<file path="config.mk">
export PLATFORM = sky130hd
export DESIGN_NAME = seq_mult_param_flat
export DESIGN_NICKNAME = d
export VERILOG_FILES = /design/src/rtl/seq_mult_param_if.sv /design/src/rtl/seq_mult_param.sv /design/src/flat_wrapper.sv
export SDC_FILE = /design/constraint.sdc
export NUM_CORES = 1
export LEC_CHECK = 0
export CAP_MARGIN = 20
export CORE_MARGIN = 2
export CORE_UTILIZATION = 25
export CTS_BUF_LIST = sky130_fd_sc_hd__clkbuf_16
export CTS_CLUSTER_DIAMETER = 150
export DETAILED_ROUTE_END_ITERATION = 12
export HOLD_SLACK_MARGIN = 0.08
export PLACE_DENSITY = 0.46
export SETUP_SLACK_MARGIN = 0.15
export SLEW_MARGIN = 20
export SYNTH_ARGS = -nofsm -noshare
export SYNTH_HDL_FRONTEND = slang
export SYNTH_SLANG_ARGS = --single-unit
</file>
<file path="constraint.sdc">
create_clock -name clk -period 3.3 [get_ports clk]
set_input_delay 0.495 -clock clk [delete_from_list [all_inputs] [get_ports clk]]
set_output_delay 0.495 -clock clk [all_outputs]
set_load 0.01 [all_outputs]
</file>
<file path="src/rtl/seq_mult_param_if.sv">
// Handshake and data bundle for the sequential shift-add multiplier.
interface seq_mult_param_if #(
  parameter int unsigned WIDTH = 16
);
  logic                 start;
  logic                 signed_mode;
  logic [WIDTH-1:0]     a_in;
  logic [WIDTH-1:0]     b_in;
  logic                 busy;
  logic                 done;
  logic [2*WIDTH-1:0]   product;
  logic                 product_zero;

  modport master (
    output start, signed_mode, a_in, b_in,
    input  busy, done, product, product_zero
  );

  modport slave (
    input  start, signed_mode, a_in, b_in,
    output busy, done, product, product_zero
  );
endinterface

</file>
<file path="src/rtl/seq_mult_param.sv">
// Sequential shift-add multiplier: magnitudes are multiplied unsigned, the sign
// is applied once at the end, and the full 2*WIDTH product is held until the next op.
module seq_mult_param #(
  parameter int unsigned WIDTH      = 16,
  parameter bit          EARLY_EXIT = 1'b1
) (
  input  logic             clk,
  input  logic             rst_n,
  seq_mult_param_if.slave  bus
);

  localparam int unsigned PW = 2 * WIDTH;
  localparam int unsigned CW = $clog2(WIDTH + 1);

  typedef enum logic [1:0] {
    IDLE = 2'd0,
    CALC = 2'd1,
    SIGN = 2'd2,
    DONE = 2'd3
  } state_e;

  state_e           state_q, state_d;
  logic [PW-1:0]    acc_q, acc_d;
  logic [PW-1:0]    mcand_q, mcand_d;
  logic [WIDTH-1:0] mplier_q, mplier_d;
  logic [CW-1:0]    cnt_q, cnt_d;
  logic             neg_q, neg_d;
  logic [PW-1:0]    product_q, product_d;
  logic             pzero_q, pzero_d;
  logic             busy_q, busy_d;
  logic             done_q, done_d;

  logic [WIDTH-1:0] a_mag_c;
  logic [WIDTH-1:0] b_mag_c;

  // Magnitude of each operand; the most negative value maps to 2^(WIDTH-1) unsigned.
  always_comb begin
    a_mag_c = bus.a_in;
    b_mag_c = bus.b_in;
    if (bus.signed_mode && bus.a_in[WIDTH-1]) a_mag_c = WIDTH'(-bus.a_in);
    if (bus.signed_mode && bus.b_in[WIDTH-1]) b_mag_c = WIDTH'(-bus.b_in);
  end

  // Next-state and datapath update.
  always_comb begin
    state_d   = state_q;
    acc_d     = acc_q;
    mcand_d   = mcand_q;
    mplier_d  = mplier_q;
    cnt_d     = cnt_q;
    neg_d     = neg_q;
    product_d = product_q;
    pzero_d   = pzero_q;

    case (state_q)
      IDLE: begin
        if (bus.start) begin
          acc_d    = '0;
          cnt_d    = '0;
          mcand_d  = PW'(a_mag_c);
          mplier_d = b_mag_c;
          neg_d    = bus.signed_mode & (bus.a_in[WIDTH-1] ^ bus.b_in[WIDTH-1]);
          state_d  = CALC;
        end
      end
      CALC: begin
        if ((cnt_q == CW'(WIDTH)) || (EARLY_EXIT && (mplier_q == '0))) begin
          state_d = SIGN;
        end else begin
          if (mplier_q[0]) acc_d = acc_q + mcand_q;
          mcand_d  = mcand_q << 1;
          mplier_d = mplier_q >> 1;
          cnt_d    = cnt_q + CW'(1);
        end
      end
      SIGN: begin
        product_d = neg_q ? PW'(-acc_q) : acc_q;
        pzero_d   = (product_d == '0);
        state_d   = DONE;
      end
      DONE: begin
        state_d = IDLE;
      end
      default: begin
        state_d = IDLE;
      end
    endcase

    busy_d = (state_d != IDLE);
    // The completion pulse is registered off the DONE state, so it appears as the unit returns to IDLE.
    done_d = (state_q == DONE);
  end

  always_ff @(posedge clk or negedge rst_n) begin
    if (!rst_n) begin
      state_q   <= IDLE;
      acc_q     <= '0;
      mcand_q   <= '0;
      mplier_q  <= '0;
      cnt_q     <= '0;
      neg_q     <= 1'b0;
      product_q <= '0;
      pzero_q   <= 1'b1;
      busy_q    <= 1'b0;
      done_q    <= 1'b0;
    end else begin
      state_q   <= state_d;
      acc_q     <= acc_d;
      mcand_q   <= mcand_d;
      mplier_q  <= mplier_d;
      cnt_q     <= cnt_d;
      neg_q     <= neg_d;
      product_q <= product_d;
      pzero_q   <= pzero_d;
      busy_q    <= busy_d;
      done_q    <= done_d;
    end
  end

  assign bus.busy         = busy_q;
  assign bus.done         = done_q;
  assign bus.product      = product_q;
  assign bus.product_zero = pzero_q;

endmodule

</file>
<file path="src/flat_wrapper.sv">
// flat-port wrapper written by rule: the top's interface ports become plain ports
module seq_mult_param_flat 
#(
  parameter int unsigned WIDTH      = 16,
  parameter bit          EARLY_EXIT = 1'b1
)
  (clk, rst_n, bus_start, bus_signed_mode, bus_a_in, bus_b_in, bus_busy, bus_done, bus_product, bus_product_zero);
  seq_mult_param_if #(.WIDTH(WIDTH)) bus_i ();
  input  logic clk;
  input  logic rst_n;
  input wire logic [$bits(bus_i.start)-1:0] bus_start;
  input wire logic [$bits(bus_i.signed_mode)-1:0] bus_signed_mode;
  input wire logic [$bits(bus_i.a_in)-1:0] bus_a_in;
  input wire logic [$bits(bus_i.b_in)-1:0] bus_b_in;
  output wire logic [$bits(bus_i.busy)-1:0] bus_busy;
  output wire logic [$bits(bus_i.done)-1:0] bus_done;
  output wire logic [$bits(bus_i.product)-1:0] bus_product;
  output wire logic [$bits(bus_i.product_zero)-1:0] bus_product_zero;
  assign bus_i.start = bus_start;
  assign bus_i.signed_mode = bus_signed_mode;
  assign bus_i.a_in = bus_a_in;
  assign bus_i.b_in = bus_b_in;
  assign bus_busy = bus_i.busy;
  assign bus_done = bus_i.done;
  assign bus_product = bus_i.product;
  assign bus_product_zero = bus_i.product_zero;
  seq_mult_param #(.WIDTH(WIDTH), .EARLY_EXIT(EARLY_EXIT)) u_core (.clk(clk), .rst_n(rst_n), .bus(bus_i));
endmodule
</file>
== Yosys cells after proc, flatten, opt, wreduce, memory -nomap -nowiden ==
Index checks and enable logic that the tools add are counted.
Widths: inputs -> output; s select.

* Register bits: 123
* Output and inout bits: 35
* Logic and storage cells: 54

* Add/sub/neg operators: 5
* Equality and inequality tests: 7
* Muxes and demuxes: 19
* Bitwise operators: 2
* Reductions and logical operators: 11

{| class="wikitable"
|+ Operator list
! operator !! count
|-
| $mux 32 || 6
|-
| $pmux 32 s2 || 2
|-
| $mux 16 || 4
|-
| $add 32x32->32 || 1
|-
| $logic_not 32->1 || 1
|-
| $neg 16->16 || 2
|-
| $neg 32->32 || 1
|-
| $pmux 16 s2 || 1
|-
| $logic_not 16->1 || 1
|-
| $mux 5 || 2
|-
| $pmux 5 s2 || 1
|-
| $pmux 2 s4 || 1
|-
| $add 5x1->5 const B || 1
|-
| $eq 5x5->1 const B || 1
|-
| $eq 2x2->1 const B || 2
|-
| $mux 2 || 2
|-
| $ne 2x2->1 const B || 2
|-
| $reduce_and 4->1 || 1
|-
| $reduce_bool 2->1 || 2
|-
| $reduce_and 3->1 || 1
|-
| $eq 2x1->1 const B || 1
|-
| $logic_and 1x1->1 || 2
|-
| $logic_not 2->1 || 1
|-
| $ne 2x1->1 const B || 1
|-
| other kinds (4) || 4
|}

== Longest topological paths before layout ==
Gate-level depths: netlist of the first run.

* Depth in word-level cells: 5
* Depth in mapped cells: 11
* Mapped depth without buffers: 11

== Worst setup path after synthesis of the first run ==
No wires, ideal clock.

* Kind: register -> register
* Start: register u_core.acc_q[21]
* End: register u_core.pzero_q (netlist: u_core.bus.product_zero)
* Data arrival time: 2568 ps
* Path slack: 642 ps
* Cell stages (with the launch flop): 10
* Period minus slack after synthesis: 2658 ps
* Path through: dfrtp_1 > buf_6 > or4_4 > or3_1 > or3_4 > nor2_2 > mux2_2 > o31ai_1 > nand4_1 > o31ai_1

* Cells in the longest elaborated chain, start to end: 3

{| class="wikitable"
|+ RTL lines
! element !! RTL line !! RTL
|-
| start: declaration || seq_mult_param.sv:23 || <nowiki>logic [PW-1:0] acc_q, acc_d;</nowiki>
|-
| start signal: assignment || seq_mult_param.sv:97 || <nowiki>acc_q <= '0;</nowiki>
|-
| start signal: assignment || seq_mult_param.sv:108 || <nowiki>acc_q <= acc_d;</nowiki>
|-
| $neg 32->32 || seq_mult_param.sv:77 || <nowiki>product_d = neg_q ? PW'(-acc_q) : acc_q;</nowiki>
|-
| $mux 32 * || seq_mult_param.sv:77 ||
|-
| $logic_not 32->1 * || seq_mult_param.sv:78 || <nowiki>pzero_d = (product_d == '0);</nowiki>
|-
| end signal: assignment || seq_mult_param.sv:114 || <nowiki>pzero_q <= pzero_d;</nowiki>
|-
| end: declaration || seq_mult_param.sv:29 || <nowiki>logic pzero_q, pzero_d;</nowiki>
|}

Every way passes the cells marked *; elsewhere a longest branch is shown, timed or not.
A chain may end at the register's enable or synchronous reset.

== Worst setup path after layout of the first run ==
* Start: register u_core.acc_q[1]
* End: register u_core.pzero_q (netlist: u_core.bus.product_zero)

Same word-level chain as after synthesis.

==> flow_summary.yaml, run 1 <==
drt:
  ant_nets: 0
  drc: 0
  viasPerCell: 4.79
  finalWirelength_um: 21400
  first_pass_iters: 5
  vias: 6676
  wl_per_cell_um: 15.3
  drt-initial-drc-count: 393
synth:
  synthCells: 922
  synth.distinct_cells: 59
  synth_top_area_share_pct: 38.8
  yosys_warnings: 0
  synthesis.area_per_instance_um2: 8.54
  synth_edf_count: 0
  yosys.area.top_type: "dfrtp_1"
  syn_area_um2: 7870
  async_reset_ff_share_pct: 100
  yosysSeqAreaShare_pct: 39.1
  ys_ff_latch: 123
  synth_area_leaders: "dfrtp_1, o21ai_0, nand2_1"
  synth_top_cells_by_count: "nand2_1, o21ai_0, dfrtp_1"
  synth_most_common_cell: "nand2_1"
  yosys_most_used_dff: "dfrtp_1"
  syn_nets: 996
power:
  p_sw_mw: 4.08
  internal-power_mw: 5.57
  share_seq_of_total_power_pct: 29.9
  power.density_nw_per_um2: 993
  ir_drop_mv: 0.438
  combPwrFrac_pct: 49.1
  swShare_pct: 42.3
  leakage_nw: 4.06
  clkPwrFrac_pct: 21.0
floorplan:
  start_util_pct: 25.5
  die_x_um: 181
  core_area_um2: 30800
  die_area_um2: 32900
  die_h_um: 181
  num_rows: 64
  ios: 71
critical_path:
  cp-start-kind: "register"
  critPathArrivalTime_ns: 3.15
  cp-end-kind: "register"
  cp_max_fo: 7
  worstPathRequired_ns: 3.63
  path_class: "register to register"
  r2r_slack_ns: 0.47
clock_tree:
  cts_buffers: 17
  htree_num_levels: 4
  post_cts_buffers: 0
  ctsRootBufferMaster: "clkbuf_16"
  clock-sinks: 123
  path_clk_slew_ns: 0.06
  tritoncts: "done"
  cts_buffer_depth: 2
  cts_hold_buf: 0
  clk_latency_ns: 0.42
  cts_resized: 0
global_route:
  met1_usage_pct: 19.4
  grt_overflow: 0
  antenna_found_initial: 2
  grt_busiest_layer: "met2"
  grt_usage_pct: 13.8
  grt_pass1_wl_um: 36400
  grt.met3_usage_pct: 2.89
  use_met2_pct: 21.5
  first_global_vias: 6750
  grt_max_degree: 67
sta:
  tightest_slew_ns: 0.665
  setup_violations: 0
  max-slew-margin-rel_pct: 55.7
  fmax_mhz: 354
  fin_crit_sh_pct: 85.7
  setup-tns-final_ns: 0
  skew_ns: 0.0124
  fin_ws_ns: 0.473
  hold_viol_final: 0
  rsz0062_at_grt: "false"
  fin_crit_ns: 2.83
  slew_viol_final: 0
cells_and_area:
  drive_above_1_share_pct: 6.92
  nets: 1058
  register_area_um2: 3080
  n_antenna_cell: 0
  fillers: 3217
  multi_input_area_um2: 4530
  syn2layout_area_growth_pct: 23.5
run:
  max_cap_viol_count: 0
placement:
  dp_slack_ns: 0.418
  dpl.hpwl_um: 16200
  place.port_buffers: 70
  gp_congestion: 0.805
outcome:
  status: "completed"
hold_path:
  hold_class: "input pin to asynchronous set/reset pin"
layout make-up:
| type | count | share of cell area (%) |
|---|---|---|
| clock buffer | 17 | 4.38 |
| clock inverter | 15 | 2.11 |
| inverter | 19 | 0.734 |
| multi-input combinational | 727 | 46.6 |
| sequential | 123 | 31.7 |
| tap | 396 | 5.10 |
| timing repair buffer | 96 | 9.45 |
final timing paths:
kind	cells past startpoint	start	end
worst max-delay path	11	u_core.acc_q[1]$_DFFE_PN0P_	u_core.bus.product_zero$_DFFE_PN1P_
worst min-delay path	1	rst_n	u_core.mplier_q[12]$_DFFE_PN0P_
worst max register to register	11	u_core.acc_q[1]$_DFFE_PN0P_	u_core.bus.product_zero$_DFFE_PN1P_
worst min register to register	2	u_core.bus.product[20]$_DFFE_PN0P_	u_core.bus.product[20]$_DFFE_PN0P_
max in group asynchronous	2	rst_n	u_core.bus.product_zero$_DFFE_PN1P_
min in group clk	2	u_core.bus.product[20]$_DFFE_PN0P_	u_core.bus.product[20]$_DFFE_PN0P_
power by group through the flow:
| stage | logic, mW | registers (mW) | clock network (mW) |
|---|---|---|---|
| final | 4.74 | 2.89 | 2.02 |
| after global routing | 5.42 | 3.01 | 2.15 |
| after CTS | 4.79 | 2.89 | 2.07 |
| after detailed placement | 4.77 | 2.91 | 0 |
| after global placement | 4.75 | 2.90 | 0 |
| after floorplan | 3.42 | 2.67 | 0 |
critical path, stage by stage, from the launching register on:
cell	delay, ns
dfrtp_1	0.43
inv_1	0.15
ha_1	0.21
nor2b_1	0.23
nand4_1	0.31
buf_4	0.28
o31ai_1	0.27
xor2_1	0.20
nand4_1	0.12
nor3_1	0.22
nand4_1	0.13
o31ai_1	0.20
registers in the layout (all words and copies together), names as in the netlist:
signal / flops
u_core.acc_q: 32
u_core.bus.busy: 1
u_core.bus.done: 1
u_core.bus.product: 32
u_core.bus.product_zero: 1
u_core.cnt_q: 5
u_core.mcand_q: 32
u_core.mplier_q: 16
u_core.neg_q: 1
u_core.state_q: 2
layout by cell type (no fill, tap or decap), types with 6 or more instances in the layout:
cell type / Yosys / layout
a21o_1: 15 / 14
a21oi_1: 52 / 51
a22o_1: 18 / 18
and2_1: 10 / 10
and3_1: 6 / 6
buf_4: 0 / 25
clkbuf_16: 0 / 17
clkdlybuf4s50_1: 0 / 69
dfrtp_1: 122 / 122
ha_1: 37 / 37
inv_1: 19 / 20
nand2_1: 148 / 147
nand2b_1: 6 / 6
nand3_1: 16 / 16
nand4_1: 16 / 16
nor2_1: 42 / 41
nor2b_1: 7 / 7
nor3_1: 15 / 15
nor4_1: 6 / 6
o21ai_0: 126 / 126
o22ai_1: 16 / 16
o31ai_1: 24 / 24
o41ai_1: 9 / 9
or3_1: 9 / 9
xnor2_1: 29 / 29
xor2_1: 54 / 54
cells by family after synthesis:
logic type,Yosys count,synth area share [%]
AO/OA/AOI/OAI,304,23.9
AND/OR/NAND/NOR,297,17.4
flip-flops,123,39.1
XOR/XNOR,83,9.23
buffers and inverters,72,3.54
adder cells (fa/ha/maj),38,6.13
multiplexers,5,0.667
metrics by stage:
step	instances	power (mW)	util (%)	hold WS (ns)	area (um^2)
after global placement	1361	7.65	29.5	0.462	9090
after global routing	1393	10.6	31.5	0.165	9720
after CTS	1393	9.74	31.5	0.142	9720
after floorplan	922	6.09	-	0.199	7870
final	1393	9.65	31.5	0.104	9720
after detailed placement	1361	7.68	29.5	0.470	9090
routing by layer:
metal | part of all wire (%) | vias up
met5 | 0.061 | -
met4 | 0.95 | 2
met3 | 3.7 | 15
met2 | 43 | 107
met1 | 52 | 3101
li1 | - | 3451
No activity file was read; power rests on OpenSTA's default activity.
==> inputs of run 2 (changes only) <==
- CORE_ASPECT_RATIO: default -> 0.6
==> flow_summary.yaml, run 2 (synthesized netlist as in run 1, its figures left out) <==
outcome:
  status: "completed"
clock_tree:
  cts_buffers: 17
  post_cts_buffers: 0
  ctsRootBufferMaster: "clkbuf_16"
  tritoncts: "done"
  cts_resized: 0
  clk_latency_ns: 0.44
  cts_buffer_depth: 2
  htree_num_levels: 4
  cts_hold_buf: 1
  clock-sinks: 123
  path_clk_slew_ns: 0.06
global_route:
  antenna_found_initial: 0
  first_global_vias: 6297
  grt_pass1_wl_um: 36400
  grt_max_degree: 79
  grt_usage_pct: 14.3
  grt_overflow: 0
critical_path:
  critPathArrivalTime_ns: 3.17
  r2r_cells: 9
  worstPathRequired_ns: 3.67
  crit_start: "u_core.mcand_q[23]$_DFFE_PN0P_"
  cp-end-kind: "register"
  rr_startpoint: "u_core.mcand_q[23]$_DFFE_PN0P_"
  cp_max_fo: 6
  cp-start-kind: "register"
  path_class: "register to register"
hold_path:
  hold_class: "register to register"
  min_path_cells: 2
  min_from: "u_core.bus.product[11]$_DFFE_PN0P_"
drt:
  wl_per_cell_um: 16.0
  vias: 6831
  first_pass_iters: 5
  drt-initial-drc-count: 550
  viasPerCell: 4.83
  drc: 0
  finalWirelength_um: 22600
  ant_nets: 0
cells_and_area:
  final_cell_mix: "nand2_1, o21ai_0, dfrtp_1"
  stdcell_count: 1414
  syn2layout_area_growth_pct: 23.8
  n_antenna_cell: 0
  layout_commonest_cell: "nand2_1"
  nets: 1059
  drive_above_1_share_pct: 7.11
placement:
  dp.cells: 1381
  gp_congestion: 0.868
  place.port_buffers: 70
  dpl.hpwl_um: 17300
sta:
  setup_violations: 0
  slew_viol_final: 0
  hold_viol_final: 0
  tightest_slew_ns: 0.644
  fin_crit_sh_pct: 84.9
  max-slew-margin-rel_pct: 57.1
  whs_ns: 0.475
  rsz0062_at_grt: "false"
  setup-tns-final_ns: 0
  skew_ns: 0.0125
  fmax_mhz: 357
  fin_crit_ns: 2.80
floorplan:
  die_area_um2: 33000
  core_area_um2: 31100
  start_util_pct: 25.3
  ios: 71
  die_h_um: 141
  num_rows: 50
  die_x_um: 233
power:
  power.total_mw: 9.77
  leakage_nw: 4.05
  ir_drop_mv: 0.468
  power.density_nw_per_um2: 1000
run:
  max_cap_viol_count: 0
==> run 2: final timing paths <==
kind	end	slack, ns
hold reg to reg	u_core.bus.product[11]$_DFFE_PN0P_	0.48
hold / removal	u_core.bus.product[11]$_DFFE_PN0P_	0.48
max in group asynchronous	u_core.bus.product_zero$_DFFE_PN1P_	1.86
min in group asynchronous	u_core.bus.product[11]$_DFFE_PN0P_	0.64
setup reg to reg	u_core.acc_q[31]$_DFFE_PN0P_	0.50
setup / recovery	u_core.acc_q[31]$_DFFE_PN0P_	0.50
==> run 2: final cells by class <==
cell class / instances / area [um^2]
fill: 3230 / 21300
multi-input combinational: 727 / 4530
sequential: 123 / 3080
timing repair buffer: 97 / 953
tap: 416 / 520
clock buffer: 17 / 425
clock inverter: 15 / 175
inverter: 19 / 71.3
==> run 2: report_power, final <==
group	total (mW)	switching (mW)	internal [mW]
sequential	2.93	0.771	2.16
clock	1.92	0.734	1.18
combinational	4.93	2.82	2.11
==> run 2: layer usage <==
layer  track usage, %  up-vias  part of all wire, %
li1                 -     3459                    -
met4             3.45        0                 0.88
met2             17.0      181                   35
met5                0        -                    0
met3             3.80       15                  6.0
met1             23.9     3176                   58
==> run 2: stage by stage <==
step	util (%)	setup WS (ns)	area, um^2
global route	31.4	0.178	9750
detailed placement	29.4	0.541	9140
CTS	31.4	0.519	9750
global placement	29.4	0.487	9140
floorplan	-	0.642	7870
finish	31.4	0.499	9750
==> run 2: worst max-delay path: stages, from the launching register on <==
cell,delay (ns)
dfrtp_1,0.43
ha_1,0.39
and3_1,0.24
a221oi_1,0.38
o21ai_0,0.20
nor3b_1,0.21
o21ai_1,0.11
and3_1,0.19
or4_1,0.49
nand3_1,0.09
==> inputs of run 3 (changes only) <==
- PLACE_DENSITY: 0.46 -> 0.48
- clock period: 3.3 -> 2.4 ns (I/O delays scaled with it)
==> flow_summary.yaml, run 3 (synthesized netlist as in run 1, its figures left out) <==
power:
  internal-power_mw: 9.68
  combPwrFrac_pct: 60.7
  leakage_nw: 4.95
  power.density_nw_per_um2: 1440
  share_seq_of_total_power_pct: 23.0
  ir_drop_mv: 0.784
  power.total_mw: 16.6
  p_sw_mw: 6.93
  swShare_pct: 41.7
  clkPwrFrac_pct: 16.3
clock_tree:
  cts_buffers: 17
  clock-sinks: 123
  clk_latency_ns: 0.44
  htree_num_levels: 4
  ctsRootBufferMaster: "clkbuf_16"
  tritoncts: "done"
  path_clk_slew_ns: 0.06
  cts_buffer_depth: 2
drt:
  drc: 0
  viasPerCell: 4.75
  first_pass_iters: 5
  vias: 7443
  drt-initial-drc-count: 530
  finalWirelength_um: 24300
  ant_nets: 0
  wl_per_cell_um: 15.5
critical_path:
  crit_chain: "ha_4 -> inv_2 -> fa_2 -> nor2b_2 -> o31a_1 -> a211o_1 -> o211ai_1 -> nand3_1 -> a31oi_2 -> mux2i_1 -> nand3_1"
  path_class: "register to register"
  r2r_cells: 11
  rr_startpoint: "u_core.acc_q[0]$_DFFE_PN0P_"
  slowest_stage: "dfrtp_2"
  critPathArrivalTime_ns: 2.95
  r2r_slack_ns: -0.23
  critical_path_buf_inv_count: 1
  worstPathRequired_ns: 2.72
  cpPeakStageDelay_ns: 0.46
  cp-start-kind: "register"
  cp-end-kind: "register"
  cpLargestDelayFamily: "compound AO/OA/AOI/OAI gates"
  cp_max_fo: 5
  path_common_cell: "nand3_1"
  r2r_end: "u_core.acc_q[24]$_DFFE_PN0P_"
floorplan:
  num_rows: 50
  die_x_um: 233
  die_area_um2: 33000
  core_area_um2: 31100
  start_util_pct: 25.3
  die_h_um: 141
  ios: 71
sta:
  skew_ns: 0.0100
  hold_viol_final: 0
  fin_crit_ns: 2.63
  rsz0062_at_grt: "true"
  fmax_mhz: 380
  fin_crit_sh_pct: 110
  tightest_slew_ns: 0.463
  fin_ws_ns: -0.230
  max-slew-margin-rel_pct: 69.1
  setup_violations: 13
  slew_viol_final: 0
  setup-tns-final_ns: -1.46
cells_and_area:
  final_cell_mix: "buf_4, nand2_1, dfrtp_1"
  fin_util_pct: 37.1
  layout_commonest_cell: "buf_4"
  nets: 1212
  n_antenna_cell: 0
  fillers: 3155
  syn2layout_area_growth_pct: 46.5
  stdcell_count: 1567
  drive_above_1_share_pct: 26.8
global_route:
  antenna_found_initial: 1
  grt_pass1_wl_um: 39200
  grt_max_degree: 79
  grt_usage_pct: 15.2
  grt_overflow: 0
  first_global_vias: 7049
hold_path:
  hold_class: "input pin to asynchronous set/reset pin"
run:
  max_cap_viol_count: 0
outcome:
  status: "finished, violations left"
  violations: "negative setup slack"
placement:
  dpl.hpwl_um: 18300
  dp.cells: 1520
  place.port_buffers: 70
  gp_congestion: 0.831
[run 3: worst max-delay path by stage]
stage | start | endpoint | slack (ns) | cells after the start
CTS | u_core.acc_q[1]$_DFFE_PN0P_ | u_core.bus.product_zero$_DFFE_PN1P_ | -0.18 | 10
detailed placement | u_core.acc_q[23]$_DFFE_PN0P_ | u_core.bus.product_zero$_DFFE_PN1P_ | -0.19 | 8
global route | u_core.acc_q[0]$_DFFE_PN0P_ | u_core.acc_q[24]$_DFFE_PN0P_ | -0.35 | 11
global placement | u_core.acc_q[1]$_DFFE_PN0P_ | u_core.acc_q[25]$_DFFE_PN0P_ | -0.16 | 9
finish | u_core.acc_q[0]$_DFFE_PN0P_ | u_core.acc_q[24]$_DFFE_PN0P_ | -0.23 | 11
floorplan | u_core.acc_q[21]$_DFFE_PN0P_ | u_core.bus.product_zero$_DFFE_PN1P_ | -0.19 | 9
[run 3: through the flow]
stage	setup slack, ns	hold slack [ns]	instance area, um^2
after CTS	-0.181	0.426	11100
after global routing	-0.346	0.462	11500
final	-0.230	0.420	11500
after global placement	-0.156	0.353	10300
after floorplan	-0.185	0.0644	7950
after detailed placement	-0.193	0.347	10300
[run 3: cell type report]
class	instances	area, um^2	area share [%]
Sequential cell	123	3090	26.8
Inverter	19	71.3	0.618
Timing Repair Buffer	250	2170	18.8
Clock inverter	15	181	1.57
Tap cell	416	520	4.51
Multi-Input combinational cell	727	5080	44.0
Clock buffer	17	425	3.69
[run 3: timing repair]
item                       4_1_cts  5_1_grt
buffers inserted                 5        9
setup endpoints to repair       29       38
hold endpoints to repair        31        0
pin swaps                       33       45
hold buffers                     1        0
gates resized for setup         54       76
[run 3: routing by layer]
metal	GRT usage, %	wire length [um]	vias up
met5	0	0	-
met4	4.49	329	0
met3	3.40	1260	25
met2	18.1	8720	155
met1	25.5	14000	3487
li1	-	-	3776
[run 3: power by group through the flow]
stage	clock network, mW	registers (mW)	logic [mW]
2_1_floorplan	0	3.70	4.82
3_3_place_gp	0	3.77	8.78
3_5_place_dp	0	3.78	8.81
4_1_cts	2.77	3.77	9.23
5_1_grt	2.88	3.94	11.1
6_report	2.71	3.82	10.1
